<file path="src/rtl/key_debounce.sv">
// -----------------------------------------------------------------------------
// key_debounce
//
// Purpose:
//   Front end for the raw board keys (active-low, asynchronous, bouncing).
//   Each key goes through a 2-flop synchroniser and then its own debounce
//   counter. key_out carries the clean active-low levels. One-cycle strobes
//   mark each accepted press and each accepted release.
//
// Optional feature:
//   KEY_DEBOUNCE_LONG_PRESS_EN - when this macro is defined, every key gets a
//   long-press counter. key_long pulses once per press after the key has been
//   held for LONG_CYC cycles. When the macro is undefined, key_long is
//   constant 0. The port list is the same in both builds.
//
// Parameters:
//   N_KEYS        number of keys
//   DEBOUNCE_CYC  stable cycles needed before a change is accepted
//   LONG_CYC      held-low cycles that count as a long press (macro build only)
//
// Ports:
//   clk          in   1       system clock
//   rst          in   1       synchronous, active-high reset
//   key_in       in   N_KEYS  raw keys, 0 = pressed, asynchronous
//   key_out      out  N_KEYS  debounced level, 0 = pressed
//   key_press    out  N_KEYS  1-cycle pulse when key_out goes 1->0
//   key_release  out  N_KEYS  1-cycle pulse when key_out goes 0->1
//   key_long     out  N_KEYS  1-cycle long-press pulse
// -----------------------------------------------------------------------------
module key_debounce #(
    parameter int N_KEYS       = 4,
    parameter int DEBOUNCE_CYC = 240000,
    parameter int LONG_CYC     = 12000000
) (
    input  logic              clk,
    input  logic              rst,
    input  logic [N_KEYS-1:0] key_in,
    output logic [N_KEYS-1:0] key_out,
    output logic [N_KEYS-1:0] key_press,
    output logic [N_KEYS-1:0] key_release,
    output logic [N_KEYS-1:0] key_long
);

    // The counter only ever has to hold values up to DEBOUNCE_CYC-1,
    // because it clears on the commit.
    localparam int CW = (DEBOUNCE_CYC > 2) ? $clog2(DEBOUNCE_CYC) : 1;
    localparam logic [CW-1:0] CNT_LAST = CW'(DEBOUNCE_CYC - 1);

    logic [N_KEYS-1:0] r_s1;
    logic [N_KEYS-1:0] r_s2;
    logic [N_KEYS-1:0] r_stable;
    logic [N_KEYS-1:0] r_press;
    logic [N_KEYS-1:0] r_release;
    logic [CW-1:0]     r_cnt      [N_KEYS];
    logic [CW-1:0]     w_cnt_next [N_KEYS];
    logic [N_KEYS-1:0] w_diff;
    logic [N_KEYS-1:0] w_commit;

    genvar gi;
    generate
        for (gi = 0; gi < N_KEYS; gi++) begin : g_deb
            assign w_diff[gi]   = r_s2[gi] ^ r_stable[gi];
            assign w_commit[gi] = w_diff[gi] && (r_cnt[gi] == CNT_LAST);
            // Any cycle where the synchronised input agrees with the
            // accepted level restarts the count. This is what rejects bounce.
            assign w_cnt_next[gi] = (!w_diff[gi] || w_commit[gi]) ? '0
                                                                   : r_cnt[gi] + 1'b1;
        end
    endgenerate

    always_ff @(posedge clk) begin
        if (rst) begin
            r_s1      <= '1;
            r_s2      <= '1;
            r_stable  <= '1;
            r_press   <= '0;
            r_release <= '0;
            for (int i = 0; i < N_KEYS; i++) begin
                r_cnt[i] <= '0;
            end
        end else begin
            r_s1      <= key_in;
            r_s2      <= r_s1;
            r_stable  <= r_stable ^ w_commit;
            // The strobes are registered next to r_stable, so each pulse
            // lines up with the cycle in which key_out changes.
            r_press   <= w_commit & r_stable;
            r_release <= w_commit & ~r_stable;
            for (int i = 0; i < N_KEYS; i++) begin
                r_cnt[i] <= w_cnt_next[i];
            end
        end
    end

    assign key_out     = r_stable;
    assign key_press   = r_press;
    assign key_release = r_release;

`ifdef KEY_DEBOUNCE_LONG_PRESS_EN
    localparam int LW = $clog2(LONG_CYC + 1);
    localparam logic [LW-1:0] LONG_TOP  = LW'(LONG_CYC);
    localparam logic [LW-1:0] LONG_LAST = LW'(LONG_CYC - 1);

    logic [LW-1:0]     r_long_cnt      [N_KEYS];
    logic [LW-1:0]     w_long_cnt_next [N_KEYS];
    logic [N_KEYS-1:0] r_long_fired;
    logic [N_KEYS-1:0] r_long;
    logic [N_KEYS-1:0] w_long_hit;
    logic [N_KEYS-1:0] w_fired_next;

    generate
        for (gi = 0; gi < N_KEYS; gi++) begin : g_long
            // The pulse is registered on the edge where the count reaches
            // LONG_CYC. It appears exactly LONG_CYC cycles after key_press.
            assign w_long_hit[gi] = !r_stable[gi] && !r_long_fired[gi] &&
                                    (r_long_cnt[gi] == LONG_LAST);
            // The count holds at LONG_TOP, so it cannot come back round to
            // fire a second pulse during the same press.
            assign w_long_cnt_next[gi] = r_stable[gi] ? '0 :
                                         (r_long_cnt[gi] == LONG_TOP) ? r_long_cnt[gi]
                                                                      : r_long_cnt[gi] + 1'b1;
            assign w_fired_next[gi] = r_release[gi] ? 1'b0
                                                    : (r_long_fired[gi] | w_long_hit[gi]);
        end
    endgenerate

    always_ff @(posedge clk) begin
        if (rst) begin
            r_long_fired <= '0;
            r_long       <= '0;
            for (int i = 0; i < N_KEYS; i++) begin
                r_long_cnt[i] <= '0;
            end
        end else begin
            r_long_fired <= w_fired_next;
            r_long       <= w_long_hit;
            for (int i = 0; i < N_KEYS; i++) begin
                r_long_cnt[i] <= w_long_cnt_next[i];
            end
        end
    end

    assign key_long = r_long;
`else
    // No long-press logic is built. The AND with (LONG_CYC > 0) only keeps
    // the parameter referenced. The result is still constant zero.
    assign key_long = {N_KEYS{1'b0}} & {N_KEYS{LONG_CYC > 0}};
`endif

endmodule

</file>
<file path="config.mk">
export PLATFORM = sky130hd
export DESIGN_NAME = key_debounce
export DESIGN_NICKNAME = d
export VERILOG_FILES = /design/src/rtl/key_debounce.sv
export SDC_FILE = /design/constraint.sdc
export NUM_CORES = 1
export LEC_CHECK = 0
export CORE_ASPECT_RATIO = 0.6
export CORE_MARGIN = 3
export CORE_UTILIZATION = 53
export CTS_CLUSTER_SIZE = 8
export DETAILED_ROUTE_END_ITERATION = 10
export PLACE_DENSITY = 0.76
export SYNTH_ARGS = -nofsm -noshare
export SYNTH_HDL_FRONTEND = slang
export SYNTH_SLANG_ARGS = --single-unit
</file>
<file path="constraint.sdc">
create_clock -name clk -period 1.7 [get_ports clk]
set_input_delay 0.17 -clock clk [delete_from_list [all_inputs] [get_ports clk]]
set_output_delay 0.17 -clock clk [all_outputs]
set_load 0.005 [all_outputs]
</file>
Yosys cells after proc, flatten, opt, wreduce, memory -nomap -nowiden
Memories as Yosys holds them, arrays and structs flattened.
Cells that the tools add are included.
Widths: inputs -> output; s select.
- add/sub/neg operators: 4
- multipliers: 0
- divide/modulo/power cells: 0
- order comparisons: 0
- equality and inequality tests: 4
- shift operators: 0
- mux-type cells: 11
- bitwise operators: 12
- reduce and logical (&&, ||, !) cells: 12
- operators by type and width (kind ; count):
    $mux 18 ; 8
    $add 18x1->18 const B ; 4
    $eq 18x18->1 const B ; 4
    $and 4x4->4 ; 2
    $logic_and 1x1->1 ; 4
    $logic_not 1->1 ; 4
    $logic_or 1x1->1 ; 4
    $not 4->4 ; 1
    $or 1x1->1 ; 4
    $xor 1x1->1 ; 4
    $xor 4x4->4 ; 1
    $mux 1 ; 3
- bits in registers: 20
- latch bits: 0
- bits in writable memories: 72
- bits in read-only memories: 0
- input bits: 6
- output and inout port bits: 16
- word-level logic and storage cells: 49
- memories: 1
- memories (name ; depth ; bits a word ; rd ports ; clocked after Yosys merged registers in ; wr ports ; RTL line ; RTL):
    r_cnt ; 4 ; 18 ; 4 ; 0 ; 4 ; 54 ; logic [CW-1:0] r_cnt [N_KEYS];

Logic depth before layout (Yosys ltp)
An unclocked memory read counts as a cell.
- depth after elaboration: 6
- gate-level depth with buffers: 6
- mapped depth without buffers: 5

Worst setup path before layout
OpenSTA, ideal clock, no wires.
- kind: register -> register
- start point: memory r_cnt[0][9] in the netlist's numbering
- end point: memory r_cnt[0][10] in the netlist's numbering
- setup time: 0.115 ns
- arrival: 1.702 ns
- required time: 1.585 ns
- path slack: -0.117 ns
- stages on the path, launching flop included: 6
- path buffers: 1
- clock period less this slack: 1.817 ns
- cell sequence: dfxtp_1 -> or4b_1 -> or4_4 -> o21ai_4 -> buf_6 -> nor2_1
- RTL lines (what ; RTL line):
    start: declaration ; 54

==> impl_metrics.yaml <==
route:
  dr.pass1.iters: 5
  dr_total_vias: 3261
  ant_nets: 0
  wl_per_cell_um: 13.9
  viasPerCell: 5.52
  drt_iter0_markers: 226
  drcViolationCount: 0
  drt_wl_total_um: 8190
floorplan:
  dieArea_sq_um: 8480
  coreArea_sq_um: 6910
  die_w_um: 117
  die_h_um: 72.5
  initial_core_util: 0.566
  rows: 23
  ios: 22
critical_path:
  arrival_ps: 2050
  critPathCapture: "r_cnt[0][16]"
  reg2reg_depth: 5
  startpoint: "r_cnt[0][9]"
  rr_endpoint: "r_cnt[0][16]"
  r2r-start: "r_cnt[0][9]"
  crit_fanout: 15
  end_kind: "flop"
  start_kind: "flop"
  required_ps: 1940
  critPathKind: "reg2reg"
  r2r_slack_ps: -110
sta:
  setup_violations: 16
  fin_tns_setup_ps: -1620
  fin_ws_ps: -108
  finalMaxSlewViolations: 0
  whs_ps: 379
  fin_crit_ps: 1810
  finalHoldViolCount: 0
  post-route-period-util: 1.06
  rsz0062_at_grt: "true"
  final.setup_skew_ps: 4.34
  clock.fmax_mhz: 553
logic_synthesis:
  synth_compound_area_frac: 0.0403
  synth_top_family_by_area: "simple AND/OR/NAND/NOR gates"
  yosys-mux-area-fraction: 0.00256
  syn_area_per_cell_sq_um: 8.99
  yosys_warnings: 0
  synth_async_sr_flop_share: 0
  yosys-top-cells-area: "dfxtp_1 (47%), xnor2_1 (9.2%), nor2_1 (6.5%)"
  synth_xor_xnor_area_share: 0.128
  synth_edf_count: 0
  synth_top_area_share: 0.471
  syn_inst: 435
  ys_types: 40
  ys_seq_elements: 92
  netlist_area_sq_um: 3910
  synth_area_leader_cell: "dfxtp_1"
  synth_fa_ha_area_frac: 0.0128
  synth_flop_cell: "dfxtp_1"
  synthSimpleGateAreaFrac: 0.320
  yosysSeqAreaShare: 0.471
placement:
  dp_cells: 573
  hpwl_um: 5950
  io_buffers: 17
  place_congestion: 0.898
  place_ws_ps: -119
pwr:
  power_per_cell_area_nw_per_um2: 862
  peakVddDrop_v: 0.000716
  leakagePower_uw: 0.00156
finish:
  antenna_cells: 0
  drive_gt1_frac: 0.169
  area_delta_synth_final_pct: 22.7
  nFillCells: 557
  final_cell_count_no_fill: 591
  nNetsFinal: 509
  fin_util: 0.694
clock_tree:
  cts_tree: "done"
  hold_buffers: 0
  cts.sinks: 92
  clk_pin_slew_ps: 60
  cts_htree_levels: 3
  numCtsBuffers: 9
  clk_latency_ps: 350
  clockRootBuffer: "clkbuf_16"
  cts.path.max_buffers: 2
flow_run:
  maxCapViolations: 0
global_route:
  grt_pass1_vias: 2975
  grt_max_degree: 24
  antenna_found_initial: 0
  grt_use_total: 0.215
  grt_pass1_wl_um: 14200
  grt_overflow: 0
outcome:
  violations: "setup timing"
  status: "finished, violations left"
hold_path:
  hold_path.class: "in2reg"
## cells by family after synthesis
family,Yosys count
AND/OR/NAND/NOR,234
flip-flops,92
XOR/XNOR,57
AO/OA/AOI/OAI,27
buffers and inverters,19
adder cells (fa/ha/maj),4
other,1
multiplexers,1
## report_power, final
group | internal (uW) | switching, uW
clock | 1110 | 780
sequential | 2170 | 5.86
combinational | 33.8 | 34.7
total | 3310 | 821
## flip-flops by register name, indices dropped and copies added (netlist names), named ones only
register / flops
key_release: 4
r_cnt: 72
r_s1: 4
key_press: 4
r_s2: 4
## cells in the mapped netlist (2+ instances only)
cell / count
dfxtp_1: 92
nor2_1: 68
xnor2_1: 41
nand3_1: 27
nand4_1: 24
nor3_1: 21
nor4_1: 20
nand2_1: 18
xor2_1: 16
a21oi_1: 12
or2_2: 12
and3_1: 8
inv_1: 8
nand2b_1: 8
o21ai_0: 7
and2_1: 5
clkbuf_1: 5
and4_1: 4
buf_4: 4
ha_1: 4
nor4b_1: 3
o21ai_1: 3
or3_1: 3
nand4_2: 2
nand4b_1: 2
nor3b_1: 2
nor4bb_1: 2
or4_4: 2
## final cells by class
class | count | area [sq um] | area share
tap | 87 | 109 | 0.0227
multi-input combinational | 327 | 2000 | 0.417
inverter | 8 | 30.0 | 0.00626
clock buffer | 15 | 278 | 0.0579
clock inverter | 1 | 5.00 | 0.00104
sequential | 92 | 1850 | 0.385
timing repair buffer | 61 | 526 | 0.110
## placed cells by master (no fill, tap or decap), drive strengths merged, types with 2 or more instances in the layout
master | synthesis | layout
a21oi | 12 | 12
and2 | 5 | 5
and3 | 8 | 8
and4 | 5 | 5
buf | 6 | 44
clkbuf | 5 | 15
clkdlybuf4s50 | 0 | 17
conb | 1 | 4
dfxtp | 92 | 92
ha | 4 | 4
inv | 8 | 8
nand2 | 18 | 18
nand2b | 8 | 8
nand3 | 27 | 27
nand4 | 26 | 26
nand4b | 2 | 2
nor2 | 68 | 68
nor3 | 21 | 21
nor3b | 2 | 2
nor4 | 20 | 20
nor4b | 3 | 3
nor4bb | 2 | 2
o21ai | 11 | 11
or2 | 12 | 12
or3 | 3 | 3
or4 | 3 | 3
xnor2 | 41 | 41
xor2 | 16 | 16
## through the flow
stage / cell area, sq um / power, uW
finish: 4800 / 4130
global route: 4800 / 4280
CTS: 4780 / 4170
detailed placement: 4480 / 2290
global placement: 4480 / 2290
floorplan: 3930 / 2260
## per-layer routing
layer,vias to the layer above,wire (um),share of wire,track usage
li1,1657,-,-,-
met1,1530,4220,0.51,0.306
met2,66,3470,0.42,0.298
met3,8,410,0.050,0.0800
met4,0,97,0.012,0.0712
met5,-,0,0,0
## worst min path at each step
stage / endpoint / cells after the start / startpoint
final: r_s1[3] / 2 / key_in[3]
after global routing: r_s1[3] / 2 / key_in[3]
after CTS: r_s1[3] / 2 / key_in[3]
after detailed placement: r_s2[0] / 1 / r_s1[0]
after global placement: r_s2[3] / 1 / r_s1[3]
after floorplan: r_s1[0] / 1 / key_in[0]
## critical path, cell delays in order (launching register included)
cell and delay (ps):
dfxtp_2 330, or4b_4 540, or4_4 470, o21ai_4 160, buf_12 150, nor2_1 50
## what timing repair did
action	in CTS	in global routing
endpoints found under the setup margin	16	24
pin swaps	0	1
resized for setup	3	5
buffers inserted	1	1
(Power assumes the default switching activity.)
